**src/rtl/lab3_cache_mem_line_assembler_if.sv**
```systemverilog
// Word-stream in / assembled-line out bus for the lab3 cache refill line assembler.
// Crit-word signals exist only when CMR_CRIT_WORD_EN is defined.
interface lab3_cache_mem_line_assembler_if #(
  parameter int WORD_BW = 32,
  parameter int NWORDS  = 16
);
  localparam int OFF_BW = $clog2(NWORDS);

  logic                      istream_val;
  logic                      istream_rdy;
  logic [WORD_BW-1:0]        istream_msg;
  logic [OFF_BW-1:0]         start_off;
  logic                      ostream_val;
  logic                      ostream_rdy;
  logic [WORD_BW*NWORDS-1:0] mem_data;
`ifdef CMR_CRIT_WORD_EN
  logic                      crit_val;
  logic [WORD_BW-1:0]        crit_word;
`endif

  modport slave (
    input  istream_val, istream_msg, start_off, ostream_rdy,
    output istream_rdy, ostream_val, mem_data
`ifdef CMR_CRIT_WORD_EN
    , output crit_val, crit_word
`endif
  );

  modport master (
    output istream_val, istream_msg, start_off, ostream_rdy,
    input  istream_rdy, ostream_val, mem_data
`ifdef CMR_CRIT_WORD_EN
    , input crit_val, crit_word
`endif
  );
endinterface

```
**src/rtl/lab3_cache_mem_line_assembler.sv**
```systemverilog
// Refill line assembler: gathers NWORDS words (wrapped, critical-word-first) into one line.
// Optional feature macro: CMR_CRIT_WORD_EN adds crit_val/crit_word.
module lab3_cache_mem_line_assembler #(
  parameter int WORD_BW = 32,
  parameter int NWORDS  = 16
) (
  input  logic                          clk,
  input  logic                          reset,
  lab3_cache_mem_line_assembler_if.slave io
);
  localparam int OFF_BW = $clog2(NWORDS);

  localparam logic [0:0] FILL = 1'b0;
  localparam logic [0:0] FULL = 1'b1;

  logic [0:0]         state;
  logic [OFF_BW-1:0]  cnt;
  logic [OFF_BW-1:0]  ptr;
  logic [OFF_BW-1:0]  wslot;
  logic [WORD_BW-1:0] line_q [NWORDS];
  logic               accept;
  logic               drain;
  logic               first;
  logic               last;

  // Ready also while draining so the next line's first word lands without a bubble.
  assign io.istream_rdy = reset & ((state == FILL) | ((state == FULL) & io.ostream_rdy));
  assign io.ostream_val = (state == FULL);

  assign accept = io.istream_val & io.istream_rdy;
  assign drain  = (state == FULL) & io.ostream_rdy;
  assign first  = (cnt == '0);
  assign last   = (cnt == OFF_BW'(NWORDS - 1));
  assign wslot  = first ? io.start_off : ptr;

  always_ff @(posedge clk or negedge reset) begin
    if (!reset) begin
      state <= FILL;
      cnt   <= '0;
      ptr   <= '0;
      for (int unsigned i = 0; i < NWORDS; i++) line_q[i] <= '0;
    end else begin
      if (accept) begin
        line_q[wslot] <= io.istream_msg;
        ptr           <= wslot + 1'b1;
        // cnt is OFF_BW wide, so it wraps to 0 on the line-completing word
        cnt           <= cnt + 1'b1;
      end
      if (accept && last)
        state <= FULL;
      else if (drain)
        state <= FILL;
    end
  end

  for (genvar g = 0; g < NWORDS; g++) begin : g_pack
    assign io.mem_data[g*WORD_BW +: WORD_BW] = line_q[g];
  end

`ifdef CMR_CRIT_WORD_EN
  logic               crit_val_q;
  logic [WORD_BW-1:0] crit_word_q;

  always_ff @(posedge clk or negedge reset) begin
    if (!reset) begin
      crit_val_q  <= 1'b0;
      crit_word_q <= '0;
    end else begin
      crit_val_q <= accept & first;
      if (accept && first) crit_word_q <= io.istream_msg;
    end
  end

  assign io.crit_val  = crit_val_q;
  assign io.crit_word = crit_word_q;
`endif
endmodule

```
**src/flat_wrapper.sv**
```systemverilog
// flat-port wrapper written by rule: the top's interface ports become plain ports
module lab3_cache_mem_line_assembler_flat 
#(
  parameter int WORD_BW = 32,
  parameter int NWORDS  = 16
)
  (clk, reset, io_istream_val, io_istream_msg, io_start_off, io_ostream_rdy, io_istream_rdy, io_ostream_val, io_mem_data);
  lab3_cache_mem_line_assembler_if #(.WORD_BW(WORD_BW), .NWORDS(NWORDS)) io_i ();
  input  logic clk;
  input  logic reset;
  input wire logic [$bits(io_i.istream_val)-1:0] io_istream_val;
  input wire logic [$bits(io_i.istream_msg)-1:0] io_istream_msg;
  input wire logic [$bits(io_i.start_off)-1:0] io_start_off;
  input wire logic [$bits(io_i.ostream_rdy)-1:0] io_ostream_rdy;
  output wire logic [$bits(io_i.istream_rdy)-1:0] io_istream_rdy;
  output wire logic [$bits(io_i.ostream_val)-1:0] io_ostream_val;
  output wire logic [$bits(io_i.mem_data)-1:0] io_mem_data;
  assign io_i.istream_val = io_istream_val;
  assign io_i.istream_msg = io_istream_msg;
  assign io_i.start_off = io_start_off;
  assign io_i.ostream_rdy = io_ostream_rdy;
  assign io_istream_rdy = io_i.istream_rdy;
  assign io_ostream_val = io_i.ostream_val;
  assign io_mem_data = io_i.mem_data;
  lab3_cache_mem_line_assembler #(.WORD_BW(WORD_BW), .NWORDS(NWORDS)) u_core (.clk(clk), .reset(reset), .io(io_i));
endmodule
```
**config.mk**
```make
export PLATFORM = sky130hd
export DESIGN_NAME = lab3_cache_mem_line_assembler_flat
export DESIGN_NICKNAME = d
export VERILOG_FILES = /design/src/rtl/lab3_cache_mem_line_assembler_if.sv /design/src/rtl/lab3_cache_mem_line_assembler.sv /design/src/flat_wrapper.sv
export SDC_FILE = /design/constraint.sdc
export NUM_CORES = 1
export LEC_CHECK = 0
export CORE_ASPECT_RATIO = 1.2
export CORE_UTILIZATION = 37
export CTS_CLUSTER_SIZE = 10
export DETAILED_ROUTE_END_ITERATION = 8
export GPL_TIMING_DRIVEN = 0
export PLACE_DENSITY = 0.65
export SYNTH_ARGS = -nofsm -noshare
export SYNTH_HDL_FRONTEND = slang
export SYNTH_SLANG_ARGS = --single-unit
```
**constraint.sdc**
```tcl
create_clock -name clk -period 3.1 [get_ports clk]
set_input_delay 0.62 -clock clk [delete_from_list [all_inputs] [get_ports clk]]
set_output_delay 0.62 -clock clk [all_outputs]
set_load 0.05 [all_outputs]
```
==> metrics.cfg, run 1 <==
[synth]
synthesis.area_um2 = 19900
synthArstFlopShare = 1.00
synthAdderAreaFrac = 0.00126
ys_seq_area_frac = 0.655
synth_top_family_by_area = multiplexers
syn-instance-count = 1195
yosys.cell_count.top_type = dfrtp_1
ys_seq_elements = 521
yosysTopAreaCell = dfrtp_1
avgSynthCellArea_um2 = 16.7
synth_area_leaders = dfrtp_1 66%, mux2_2 27%, mux2_1 1.9%
synthMuxAreaShare = 0.296
synth_edf_count = 0
synthSimpleGateAreaFrac = 0.0175
synth_top_area_share = 0.655
syn-num-nets = 1237
synth_common_cells = 521 x dfrtp_1, 481 x mux2_2, 35 x buf_2, 35 x clkbuf_1, 33 x mux2_1
synth-main-ff-cell = dfrtp_1
synth_xor_area_frac = 0.00220
ys_warn_count = 0
synth_cell_types = 35
synth-compound-area-share = 0.00421

[setup_path]
rrSetupSlack_ns = 0.21
cp_max_fo = 10
r2r-end = u_core.io.mem_data[157]
end_kind = flip-flop
cp-start-kind = input pin
worst_r2r_path_depth = 9
crit-reg2reg-launch = u_core.cnt[0]
crit_required_ns = 3.57
path_class = in2reg
crit_arrival_ns = 3.39

[sta]
setup_violations = 0
final-hold-violation-count = 0
maxSlewViolCount = 0
fin_crit_sh = 0.944
min_period_ns = 2.92
fin_hold_ws_ns = 0.0551
fin_skew_ns = 0.0311
rsz0062_at_grt = false
worstMarginPinSlew_ns = 0.710
slew_headroom = 0.513
fmaxAchievable_mhz = 342

[flow_run]
maxCapViolCount = 0

[final_layout]
synthToLayoutAreaGrowth_pct = 42.3
post-route-util = 0.536
fin_nets = 1878
nFillCells = 4432
fin_area_um2 = 28300
drive_gt1_frac = 0.347

[route]
routed_wl_um = 59700
wl_per_cell_um = 23.4
drt_iter0_drc = 561
viasPerCell = 4.90
vias = 12500
drc = 0
drt-pass1-iter-count = 4
ant_nets = 0

[outcome]
status = finished, final reports clean

[floorplanning]
dieHeight_um = 256
die-area_um2 = 54700
fp-row-count = 92
start_util = 0.377
ios = 554
fp.coreArea_um2 = 52800
die_w_um = 214

[clocking]
cts_max_level = 2
clock_path_buffers = 3
cts_buffers = 59
path_clk_slew_ns = 0.05
insertion_delay_ns = 0.61
tritoncts = yes
cts_sinks = 521
root_buffer = clkbuf_16

[placement]
io_buffers = 553
placed_area_um2 = 26400
gp_congestion = 0.806
place_hpwl_um = 42400

[global_routing]
antenna_found_initial = 2
gr-usage-all-layers = 0.219
grt_pass1_vias = 13300
gr-total-overflow = 0
grt_start_max_net_pins = 124
grt_pass1_wl_um = 88700

[worst_hold_path]
hold_path_class = in2async

[routing by layer]
layer / share of wire / track usage / wire length (µm)
met1: 0.39 / 0.258 / 23100
met5: 0.00022 / 0 / 13
met4: 0.037 / 0.0821 / 2200
met2: 0.51 / 0.378 / 30300
met3: 0.068 / 0.0590 / 4080
[registers in the layout (all words and copies together) (netlist names)]
register,flops
u_core.cnt,4
u_core.ptr,4
u_core.io.mem_data,512
u_core.io.ostream_val,1
[critical path, cell delays in order]
cell and delay [ns]:
clkdlybuf4s50_1 0.45, nand2b_1 0.32, and3_1 0.21, clkbuf_1 0.20, clkbuf_1 0.41, nand4_1 0.44, buf_2 0.38, mux2_1 0.35
[cells by family (layout without fill, tap and decap cells)]
kind of cell / count (synthesis) / after routing
muxes: 522 / 522
AOI/OAI and AO/OA: 15 / 15
DFF: 521 / 521
and+or+nand+nor: 42 / 42
adders and majority gates: 2 / 2
buffers and inverters: 88 / 735
xor gates and xnor gates: 5 / 5
other: 0 / 2
[metrics by stage]
step / setup WS, ns / setup TNS (ns) / instances
finish: 0.175 / 0 / 2549
global route: 0.00972 / 0 / 2547
CTS: 0.0149 / 0 / 2535
detailed placement: -0.997 / -305.69 / 2457
global placement: -24.50 / - / 2453
floorplan: 0.615 / 0 / 1195
[repair_timing]
item / CTS / global route
endpoints found under the setup margin: 334 / 272
setup buffers: 7 / 12
hold buffers: 1 / 0
pin swaps: 3 / 8
hold endpoints to repair: 61 / 0
gates resized for setup: 4 / 2
gates cloned: 3 / 0
[layout by cell type (no fill, tap or decap), types with 9 or more instances in the layout]
cell               n
nand4_1            9
mux2_1            33
mux2_2           481
clkdlybuf4s50_1  551
buf_6              9
buf_4             24
dfrtp_1          521
clkbuf_16         59
buf_2             34
clkbuf_1          37
[worst max-delay path by stage]
stage                              start                      end  slack [ns]  cells past startpoint
after floorplan           io_ostream_rdy  u_core.io.mem_data[322]        0.62                      6
after global placement             reset  u_core.io.mem_data[325]      -24.50                      6
after detailed placement           reset  u_core.io.mem_data[323]        -1.0                      7
after CTS                  u_core.cnt[0]   u_core.io.mem_data[83]        0.01                      8
after global routing       u_core.cnt[0]  u_core.io.mem_data[443]        0.01                      8
final                     io_ostream_rdy  u_core.io.mem_data[495]        0.18                      8
[area by class of cell]
type	instances	area, µm²	share of cell area
Sequential cell	521	13000	0.460
Multi-Input combinational cell	586	6410	0.226
Timing Repair Buffer	580	5950	0.210
Clock buffer	63	1510	0.0534
Tap cell	705	882	0.0312
Buffer	86	463	0.0163
Clock inverter	4	52.6	0.00186
Inverter	2	7.51	0.000265
Antenna cell	2	5.00	0.000177
Power of run 1 is not shown: default switching activity piles up to over one toggle a cycle in this logic, so the estimate is an artifact.
==> run 2: changes to the inputs <==
ABC_CLOCK_PERIOD_IN_PS = 3100   (was not set)
HOLD_SLACK_MARGIN = 0.1   (was not set)
==> run 2 against run 1 <==
Net effect:
- via count is essentially flat
- global-route usage rose by 0.082 points
- non-clock buffer count increased by 3
- final cell count hardly changed
- maximum frequency is 1.1% higher
- clock-buffer cell count unchanged
- core utilization rose by 0.15 points
- die area stayed put
- register-to-register slack hardly changed
- sequential cell count unchanged
- worst setup slack gained 0.031 ns
==> metrics.cfg, run 2 (synthesis results as in run 1) <==
[route]
ant_nets = 0  ; unchanged
vias = 12500  ; about the same
routed_wl_um = 59800  ; was 59700 µm
drc = 0  ; unchanged
drt-pass1-iter-count = 4  ; unchanged
wl_per_cell_um = 23.4  ; about the same
drt_iter0_drc = 494  ; was 561
viasPerCell = 4.89  ; was 4.90

[global_routing]
antenna_found_initial = 2  ; unchanged
grt_start_max_net_pins = 124  ; unchanged
busiest_layer = met2  ; unchanged
gr-usage-all-layers = 0.220  ; was 0.219
met2_usage = 0.379  ; was 0.378
met1_usage = 0.259  ; was 0.258
grtUsageMet3 = 0.0595  ; was 0.0590
gr-total-overflow = 0  ; unchanged
grt_pass1_wl_um = 89000  ; was 88700 µm
grt_pass1_vias = 13300  ; about the same

[clocking]
cts_sinks = 521  ; unchanged
cts_max_level = 2  ; unchanged
insertion_delay_ns = 0.61  ; about the same
path_clk_slew_ns = 0.06  ; was 0.05 ns
cts_buffers = 59  ; unchanged
tritoncts = yes  ; unchanged
root_buffer = clkbuf_16  ; unchanged
clock_path_buffers = 3  ; unchanged

[setup_path]
cp_max_fo = 10  ; unchanged
end_kind = flip-flop  ; unchanged
path_class = in2reg  ; unchanged
cp-start-kind = input pin  ; unchanged
crit_required_ns = 3.57  ; about the same
crit_arrival_ns = 3.37  ; was 3.39 ns

[final_layout]
largest_register_ffs = 512  ; unchanged
final_cell_mix = 551 x clkdlybuf4s50_1, 521 x dfrtp_1, 481 x mux2_2, 59 x clkbuf_16, 37 x clkbuf_1  ; unchanged
layout_commonest_cell = clkdlybuf4s50_1  ; unchanged
drive_gt1_frac = 0.348  ; was 0.347
post-route-util = 0.537  ; was 0.536
fin_nets = 1881  ; was 1878
synthToLayoutAreaGrowth_pct = 42.7  ; was 42.3%

[sta]
fin_skew_ns = 0.0328  ; was 0.0311 ns
timing.final.ws_setup_ns = 0.206  ; was 0.175 ns
rsz0062_at_grt = false  ; unchanged
worstMarginPinSlew_ns = 0.710  ; about the same
slew_headroom = 0.513  ; about the same
fin_crit_sh = 0.933  ; was 0.944
fin_hold_ws_ns = 0.132  ; was 0.0551 ns
min_period_ns = 2.89  ; was 2.92 ns
final-hold-violation-count = 0  ; unchanged
fmaxAchievable_mhz = 346  ; was 342 MHz
setup_violations = 0  ; unchanged
maxSlewViolCount = 0  ; unchanged

[floorplanning]
fp-row-count = 92  ; unchanged
start_util = 0.377  ; unchanged
die_w_um = 214  ; unchanged
fp.coreArea_um2 = 52800  ; unchanged
dieHeight_um = 256  ; unchanged
ios = 554  ; unchanged
die-area_um2 = 54700  ; unchanged

[placement]
place_ws_ns = -0.997  ; unchanged
place_hpwl_um = 42400  ; unchanged
io_buffers = 553  ; unchanged
gp_congestion = 0.806  ; unchanged

[flow_run]
maxCapViolCount = 0  ; unchanged

[outcome]
status = finished, final reports clean  ; unchanged

[worst_hold_path]
hold_path_class = in2async  ; unchanged

-- run 2: final timing paths --
check / startpoint / endpoint / slack (ns) / cells after the start
worst max-delay path: io_ostream_rdy / u_core.io.mem_data[495] / 0.21 / 8
worst min-delay path: reset / u_core.cnt[2] / 0.13 / 3
worst max register to register: u_core.cnt[0] / u_core.io.mem_data[157] / 0.22 / 9
worst min register to register: u_core.io.mem_data[49] / u_core.io.mem_data[49] / 0.48 / 1
max in group asynchronous: reset / u_core.io.mem_data[118] / 2.32 / 3
min in group clk: u_core.io.mem_data[49] / u_core.io.mem_data[49] / 0.48 / 1
-- run 2: layout make-up --
type / instances / area (µm²)
fillers: 4424 / 24400
flip-flops and latches: 521 / 13000
multi-input cells: 586 / 6410
repair buffers: 583 / 6030
clock buffers: 63 / 1510
well taps: 705 / 882
plain buffers: 86 / 463
clock inverters: 4 / 52.6
inverters: 2 / 7.51
diodes: 1 / 2.50
-- run 2: repair_timing --
item / 4_1_cts / 5_1_grt
endpoints found under the setup margin: 334 / 253
endpoints found under the hold margin: 61 / 0
setup buffers: 7 / 12
gates cloned: 3 / 0
hold buffers: 4 / 0
pin swaps: 3 / 8
resized for setup: 4 / 2
-- run 2: through the flow --
stage	cell area, µm²	setup TNS (ns)	std cells
2_1_floorplan	19900	0	1195
3_3_place_gp	26300	-	2453
3_5_place_dp	26400	-305.69	2457
4_1_cts	28300	0	2538
5_1_grt	28400	0	2550
6_report	28400	0	2551
-- run 2: worst max-delay path, stage by stage --
cell	delay, ns
clkdlybuf4s50_1	0.45
nand2b_1	0.33
and3_1	0.21
clkbuf_1	0.20
clkbuf_1	0.41
nand4_1	0.41
buf_2	0.37
mux2_1	0.35
-- run 2: per-layer routing --
metal | up-vias | wire, µm
li1 | 5495 | -
met1 | 6454 | 23000
met2 | 410 | 30100
met3 | 123 | 4250
met4 | 2 | 2340
met5 | - | 13
Power of run 2 is left out for the same reason.
==> run 3: changes to the inputs <==
CAP_MARGIN = 20   (was not set)
==> results of run 3 <==
Same layout as run 2: the final DEF is identical, and so are final timing and power.
Power of run 3 is left out for the same reason.
